==> src/rtl/mimc_hash_ctrl.sv <==
// -----------------------------------------------------------------------------
// mimc_hash_ctrl
//
// Purpose:
//   Builds a Miyaguchi-Preneel hash engine around one external MiMC block
//   cipher (exponent 7, BN254 scalar field). Each message block m_i drives
//   one cipher run keyed by the chaining value, and the chain advances as
//     h_i = E_{h_{i-1}}(m_i) + m_i + h_{i-1}  (mod p)
//   After the block flagged msg_last has been absorbed, the digest h is
//   offered on an output channel. The chain then restarts from IV.
//
// Ports:
//   clk, rst      clock, synchronous active-high reset
//   msg_*         message block input channel (valid/ready, data, last flag)
//   hash_*        digest output channel (valid/ready, data)
//   cipher_en     one-cycle start pulse to the cipher
//   cipher_in     plaintext m_i, held stable while the cipher runs
//   cipher_key    key h_{i-1}, held stable while the cipher runs
//   cipher_out    ciphertext, sampled on cipher_done
//   cipher_done   one-cycle completion pulse from the cipher
//   busy          high in every state except IDLE
//   blk_count     blocks absorbed in the current message, saturating
//   proto_err     sticky flag: cipher_done arrived while not waiting for it
//
// Handshake semantics (both channels):
//   A transfer happens on a rising clk edge where valid && ready are both 1.
//   The producer keeps valid and data stable until that edge, and the
//   consumer may raise or lower ready at any time. msg_ready depends only on
//   the state, and hash_valid/hash_out stay stable until the digest is taken.
// -----------------------------------------------------------------------------
module mimc_hash_ctrl #(
    parameter int                N_BITS  = 254,
    parameter logic [N_BITS-1:0] MODULUS =
        254'h30644e72e131a029b85045b68181585d2833e84879b9709143e1f593f0000001,
    parameter logic [N_BITS-1:0] IV      = '0
) (
    input  logic              clk,
    input  logic              rst,

    input  logic              msg_valid,
    output logic              msg_ready,
    input  logic [N_BITS-1:0] msg_data,
    input  logic              msg_last,

    output logic              hash_valid,
    input  logic              hash_ready,
    output logic [N_BITS-1:0] hash_out,

    output logic              cipher_en,
    output logic [N_BITS-1:0] cipher_in,
    output logic [N_BITS-1:0] cipher_key,
    input  logic [N_BITS-1:0] cipher_out,
    input  logic              cipher_done,

    output logic              busy,
    output logic [15:0]       blk_count,
    output logic              proto_err
);

    // -------------------------------------------------------------------------
    // State encoding
    // -------------------------------------------------------------------------
    typedef enum logic [2:0] {
        IDLE  = 3'd0,
        ISSUE = 3'd1,
        WAIT  = 3'd2,
        ADD1  = 3'd3,
        ADD2  = 3'd4,
        OUT   = 3'd5
    } state_t;

    // state is the single source of truth for the control path. Checkers and
    // waveform views should key off this signal.
    state_t state;
    state_t state_nxt;

    localparam logic [N_BITS:0] MOD_EXT = {1'b0, MODULUS};

    // -------------------------------------------------------------------------
    // Datapath registers
    // -------------------------------------------------------------------------
    logic [N_BITS-1:0] h_reg;     // chaining value h_{i-1}, then h_i
    logic [N_BITS-1:0] m_reg;     // reduced message block m_i
    logic [N_BITS-1:0] c_reg;     // ciphertext, then ciphertext + m_i
    logic              last_reg;  // current block closes the message

    // -------------------------------------------------------------------------
    // Field helpers
    // -------------------------------------------------------------------------
    // Both operands are already below p, so their sum is below 2p. A single
    // conditional subtraction is then enough to bring it back into range.
    function automatic logic [N_BITS-1:0] fadd(input logic [N_BITS-1:0] a,
                                               input logic [N_BITS-1:0] b);
        logic [N_BITS:0] s;
        s = {1'b0, a} + {1'b0, b};
        if (s >= MOD_EXT) begin
            s = s - MOD_EXT;
        end
        return s[N_BITS-1:0];
    endfunction

    // An arbitrary N_BITS input is below 2^254, which is below 2p. One
    // subtraction therefore maps any message word into the field.
    logic [N_BITS-1:0] msg_red;
    assign msg_red = (msg_data >= MODULUS) ? (msg_data - MODULUS) : msg_data;

    // ADD1 and ADD2 both add something to c_reg, and they never run in the
    // same cycle. One modular adder with a muxed second operand covers both:
    //   ADD1: c_reg + m_reg  -> c_reg
    //   ADD2: c_reg + h_reg  -> h_reg
    logic [N_BITS-1:0] add_b;
    logic [N_BITS-1:0] add_sum;
    assign add_b   = (state == ADD1) ? m_reg : h_reg;
    assign add_sum = fadd(c_reg, add_b);

    // -------------------------------------------------------------------------
    // Handshake qualifiers
    // -------------------------------------------------------------------------
    logic msg_fire;
    logic hash_fire;
    assign msg_fire  = msg_valid  && msg_ready;
    assign hash_fire = hash_valid && hash_ready;

    // -------------------------------------------------------------------------
    // FSM: state register
    // -------------------------------------------------------------------------
    always_ff @(posedge clk) begin
        if (rst) begin
            state <= IDLE;
        end else begin
            state <= state_nxt;
        end
    end

    // -------------------------------------------------------------------------
    // FSM: next state and state-decoded outputs
    // -------------------------------------------------------------------------
    always_comb begin
        state_nxt  = state;
        msg_ready  = 1'b0;
        hash_valid = 1'b0;
        hash_out   = '0;
        cipher_en  = 1'b0;
        busy       = 1'b1;

        unique case (state)
            IDLE: begin
                msg_ready = 1'b1;
                busy      = 1'b0;
                if (msg_valid) begin
                    state_nxt = ISSUE;
                end
            end
            ISSUE: begin
                // The cipher cannot finish in the cycle it is started. A
                // done seen here only raises proto_err and does not advance.
                cipher_en = 1'b1;
                state_nxt = WAIT;
            end
            WAIT: begin
                if (cipher_done) begin
                    state_nxt = ADD1;
                end
            end
            ADD1: begin
                state_nxt = ADD2;
            end
            ADD2: begin
                state_nxt = last_reg ? OUT : IDLE;
            end
            OUT: begin
                hash_valid = 1'b1;
                hash_out   = h_reg;
                if (hash_ready) begin
                    state_nxt = IDLE;
                end
            end
            default: begin
                state_nxt = IDLE;
            end
        endcase
    end

    // -------------------------------------------------------------------------
    // Datapath
    // -------------------------------------------------------------------------
    always_ff @(posedge clk) begin
        if (rst) begin
            h_reg    <= IV;
            m_reg    <= '0;
            c_reg    <= '0;
            last_reg <= 1'b0;
        end else begin
            unique case (state)
                IDLE: begin
                    if (msg_fire) begin
                        m_reg    <= msg_red;
                        last_reg <= msg_last;
                    end
                end
                WAIT: begin
                    // The ciphertext is trusted to be already reduced.
                    if (cipher_done) begin
                        c_reg <= cipher_out;
                    end
                end
                ADD1: begin
                    c_reg <= add_sum;
                end
                ADD2: begin
                    h_reg <= add_sum;
                end
                OUT: begin
                    // The next message chains from IV again.
                    if (hash_fire) begin
                        h_reg <= IV;
                    end
                end
                default: begin
                end
            endcase
        end
    end

    // m_reg and h_reg change only in IDLE, ADD2 and OUT. That keeps the
    // cipher operands steady for the whole ISSUE/WAIT window without separate
    // output registers.
    assign cipher_in  = m_reg;
    assign cipher_key = h_reg;

    // -------------------------------------------------------------------------
    // Block counter and protocol error flag
    // -------------------------------------------------------------------------
    always_ff @(posedge clk) begin
        if (rst) begin
            blk_count <= '0;
        end else if (hash_fire) begin
            blk_count <= '0;
        end else if (msg_fire && (blk_count != 16'hFFFF)) begin
            blk_count <= blk_count + 16'd1;
        end
    end

    always_ff @(posedge clk) begin
        if (rst) begin
            proto_err <= 1'b0;
        end else if (cipher_done && (state != WAIT)) begin
            proto_err <= 1'b1;
        end
    end

endmodule
==> config.mk <==
export PLATFORM = sky130hd
export DESIGN_NAME = mimc_hash_ctrl
export DESIGN_NICKNAME = d
export VERILOG_FILES = /design/src/rtl/mimc_hash_ctrl.sv
export SDC_FILE = /design/constraint.sdc
export NUM_CORES = 2
export LEC_CHECK = 0
export BUFFER_PORTS_ARGS = -buffer_cell sky130_fd_sc_hd__buf_2
export CAP_MARGIN = 40
export CORE_AREA = 2 2 498 500
export DETAILED_ROUTE_END_ITERATION = 16
export DIE_AREA = 0 0 500 502
export GPL_TIMING_DRIVEN = 0
export PLACE_DENSITY_LB_ADDON = 0.25
export SKIP_CTS_REPAIR_TIMING = 1
export SYNTH_ARGS = -nofsm -noshare
export SYNTH_HDL_FRONTEND = slang
export SYNTH_SLANG_ARGS = --single-unit
==> constraint.sdc <==
create_clock -name clk -period 9.35 [get_ports clk]
set_input_delay 0.4675 -clock clk [delete_from_list [all_inputs] [get_ports clk]]
set_output_delay 0.4675 -clock clk [all_outputs]
set_load 0.02 [all_outputs]
* Yosys cells after proc, flatten, opt, wreduce, memory -nomap -nowiden
Index checks and enable logic that the tools add are counted.
** Word-level totals
- Output and inout bits :: 783
- Input bits :: 514
- Logic and storage cells :: 53
- Bits in registers :: 783
** Cells by class
- Reduce and logical (&&, ||, !) cells :: 12
- Muxes and demuxes :: 17
- Add/sub/neg operators :: 4
- Magnitude comparators :: 2
- Equal/unequal tests :: 11
** Operators by type and width (number)
- $mux 254 :: 6
- $pmux 254 s2 :: 2
- $sub 254x254->254 const B :: 2
- $add 254x254->255 :: 1
- $ge 255x254->1 const B :: 1
- $ge 254x254->1 const B :: 1
- $pmux 3 s6 :: 1
- $add 16x1->16 const B :: 1
- $ne 16x16->1 const B :: 1
- $mux 3 :: 4
- $ne 2x2->1 const B :: 4
- $eq 3x2->1 const B :: 2
- $eq 3x3->1 const B :: 2
- $reduce_and 2->1 :: 3
- $logic_and 1x1->1 :: 4
- $mux 1 :: 4
- $reduce_bool 2->1 :: 2
- $eq 3x1->1 const B :: 1
- $logic_not 3->1 :: 1
- $ne 3x2->1 const B :: 1
- $reduce_and 3->1 :: 1
- $reduce_or 2->1 :: 1

* Longest topological paths before layout
- Depth after elaboration :: 6
- Mapped depth :: 40
- Depth with buffers taken out :: 29

* Least setup slack after synthesis
Ideal clock, no wire load.
- Kind :: reg2reg
- Start point :: reg state[1]
- End point :: reg h_reg[68] (netlist: cipher_key[68])
- Period minus slack after synthesis :: 7.988 ns
- Path buffers :: 11
- Data arrival time :: 7.872 ns
- Setup time :: 0.117 ns
- Cell stages (with the launch flop) :: 38
- Required time :: 9.233 ns
- Slack :: 1.362 ns
- Path through :: dfxtp_1 clkbuf_1 nor2b_1 clkbuf_1 and2_1 clkbuf_1 clkbuf_1 clkbuf_1 clkbuf_1 nand2_1 nand2_1 ha_1 buf_2 a21o_1 a311o_1 and3_1 or2_1 xor2_1 [... 2 more ...] buf_2 o41ai_4 a21oi_1 a32o_1 and4b_1 o21a_1 o2111ai_1 nand3_1 a31oi_4 nand3_1 a32o_1 a2111oi_2 buf_4 buf_6 buf_4 nor2_1 xnor2_1 a22o_1
** On the way
- Longest elaborated chain between the ends :: 6
- Elaborated cells between the ends (all ways) :: 14
** Ends and longest elaborated chain
- from (decl) :: line 74 : state_t state;
- from (signal assigned) :: line 131 : state <= state_nxt;
- $eq 3x2->1 :: line 113 : assign add_b = (state == ADD1) ? m_reg : h_reg;
- $mux 254 :: line 113
- $add 254x254->255 :: line 95 : s = {1'b0, a} + {1'b0, b};
- $sub 254x254->254 or $ge 255x254->1 (tied branches) :: line 97, 96
- $mux 254 :: line 96 : if (s >= MOD_EXT) begin
- $pmux 254 s2 :: line 194 : unique case (state)
- to (signal assigned) :: line 211 : h_reg <= add_sum;
- to (decl) :: line 82 : logic [N_BITS-1:0] h_reg;
Several ways; a longest one is shown, not always the timed one.
A chain may end at the register's enable or synchronous reset.

* Final worst setup path
- Start point :: reg state[1]
- End point :: reg c_reg[165]
** On the way
- Longest elaborated chain between the ends :: 6
- Elaborated cells between the ends (all ways) :: 11
** Ends and longest elaborated chain
- $eq 3x2->1 :: line 113, 194
- $mux 254 :: line 113
- $add 254x254->255 :: line 95
- $sub 254x254->254 or $ge 255x254->1 (tied branches) :: line 97, 96
- $mux 254 :: line 96
- $pmux 254 s2 :: line 194
- to (signal assigned) :: line 204 : c_reg <= cipher_out;
- to (signal assigned) :: line 208 : c_reg <= add_sum;
- to (decl) :: line 84 : logic [N_BITS-1:0] c_reg;
Several ways; a longest one is shown, not always the timed one.

==> out/metrics.yaml <==
run_status: "finished with violations"
violations: "hold timing, setup timing"
clkTransAtPathRegs_ns: 0.07
clockPowerShare_pct: 37.6
setup_tns_ns: -12.35
crit_path_end: "c_reg[165]"
syn2layout_area_growth_pct: 33.7
drive_above_1_share_pct: 23.8
grt_pass1_vias: 88400
power.total_w: 0.0110
routed_wl_um: 591000
cts.htree.levels: 3
p_per_area_nw_per_um2: 112
antenna_found_initial: 200
fp.dieW_um: 500
postSynth.asyncResetShare_pct: 0
synth_top_cell_by_area: "dfxtp_1"
path_max_fanout: 10
ff2ff_setup_slack_ns: -0.19
synth.area.top_cells: "dfxtp_1 21%, nand2_1 11%, a21oi_1 7.6%"
start_util_pct: 29.9
dp_slack_ns: -4.29
fin_skew_ns: 0.0504
fmax_ghz: 0.105
cp-start-kind: "register"
synth_edf_count: 0
syn_inst: 11100
grt_remaining_overflow: 0
fin_crit_sh_pct: 102
max-cap-violations: 0
hold_class: "in -> reg"
whs_ns: -0.0356
setup_ws_ns: -0.194
fin_area_um2: 98100
pwr-share-comb_pct: 27.5
core_area_um2: 245000
ys_seq_area_share_pct: 21.4
synth_top_family_by_area: "simple AND/OR/NAND/NOR gates"
cts_made_buffers: 97
irDropWorstVdd_mv: 0.133
synth_nets: 11800
detailroute.via_count: 101000
die_area_um2: 251000
worstPathRequired_ns: 10.03
synth_fa_ha_area_share_pct: 4.45
worstSetupPathType: "reg -> reg"
crit_start: "state[1]"
reg2reg_depth: 39
pwr-share-seq_pct: 34.9
grt_setup_unrepaired: "true"
crit_slowest_cell: "or4b_4"
slew_headroom_pct: 20.9
most-common-layout-cells: "2149 x nand2_1, 1356 x buf_2, 1158 x nor2_1"
layout_commonest_cell: "nand2_1"
fin_cells: 16300
viasPerCell: 6.20
cp-end-kind: "register"
min_period_ns: 9.54
synth_mux_area_share_pct: 0.385
power_switching_w: 0.00423
tightestPinTransition_ns: 1.18
r2r-end: "c_reg[165]"
final_hold_viol_count: 25
n_fill_cell: 26900
ys_types: 100
hold_path_depth: 3
synth_top_area_share_pct: 21.4
swShare_pct: 38.6
setup_violations: 214
synth_compound_area_share_pct: 28.7
drv_slew: 0
critPathMaxStageDelay_ns: 0.51
r2r_start: "state[1]"
yosys.area_share.simple_pct: 32.9
tritoncts: "done"
nets: 13600
place_hpwl_um: 501000
drc: 0
dp.cells: 15700
die_h_um: 502
synthFlopType: "dfxtp_1"
cts_num_sinks: 783
ios: 1297
p_leak_nw: 41.2
routedWlPerCell_um: 36.3
synth-xor-area-share_pct: 7.77
yosys_warnings: 0
grt_start_max_net_pins: 15
yosys_register_bits: 783
place_area_um2: 85700
ant_nets: 0
dr.pass1.iters: 8
root_buffer: "clkbuf_16"
cts.path.max_buffers: 3
grt_pass1_wl_um: 766000
cp_common_cell: "buf_4"
track_usage_pct: 44.0
crit_arrival_ns: 10.23
row_count: 182
portBuffers: 1272
syn-cell-area_um2: 73400
drt_iter0_markers: 13300
p_int_w: 0.00674
gp_congestion: 1.11
syn_area_per_cell_um2: 6.63
worstSkewPairLatency_ns: 0.84
cell usage after synthesis, types with 260 or more instances:
cell	count
nor3_1	286
a21oi_1	1119
o21ai_0	639
clkbuf_1	648
nor2_1	1214
xor2_1	298
nand4_1	260
dfxtp_1	783
a211oi_1	287
nand2_1	2172
and3_1	319
xnor2_1	353
power groups by stage:
stage               sequential [W]  clock, W  combinational (W)
floorplan                  0.00388         0            0.00128
global placement           0.00387         0            0.00268
detailed placement         0.00387         0            0.00274
CTS                        0.00380   0.00413            0.00275
global route               0.00382   0.00424            0.00312
finish                     0.00382   0.00413            0.00302
routing by layer:
metal,part of all wire (%),vias up,routed length (um),track usage (%)
li1,-,43800,-,-
met1,39,49100,233000,56.5
met2,40,6573,237000,62.7
met3,11,1405,67400,11.9
met4,9.0,70,53200,33.0
met5,0.082,-,483,0
critical path, delay by kind of cell, from the launching register on:
kind,cells,cell delay [ns]
buffers and inverters,15,2.80
XOR/XNOR,1,0.16
AO/OA/AOI/OAI,4,0.96
AND/OR/NAND/NOR,18,4.69
flip-flops,1,0.36
adder cells (fa/ha/maj),1,0.31
cell families after synthesis:
group | after synthesis
compound gates | 3271
xor+xnor | 651
fa+ha+maj | 260
buf+inv | 845
flops | 783
mux | 27
simple gates | 5235
how the worst min path moves through the flow:
stage,from,endpoint
after CTS,msg_last,last_reg
after floorplan,last_reg,last_reg
after detailed placement,last_reg,last_reg
after global placement,cipher_in[1],cipher_in[1]
after global routing,msg_data[6],cipher_in[6]
final,msg_data[12],cipher_in[12]
metrics by stage:
step	hold slack, ns	utilization, %
2_1_floorplan	0.436	-
3_3_place_gp	0.466	34.1
3_5_place_dp	0.469	35.0
4_1_cts	-0.144	36.3
5_1_grt	0.00105	39.9
6_report	-0.0356	40.0
layout make-up:
cell class	count	area [um2]	share of cell area [%]
multi-input cells	9446	60100	61.3
flip-flops and latches	783	15700	16.0
repair buffers	1767	10900	11.1
well taps	3220	4030	4.11
plain buffers	609	3090	3.15
clock buffers	135	2760	2.82
clock inverters	43	589	0.601
inverters	132	495	0.505
diodes	141	353	0.360
Power figures use the tool's default switching activity.
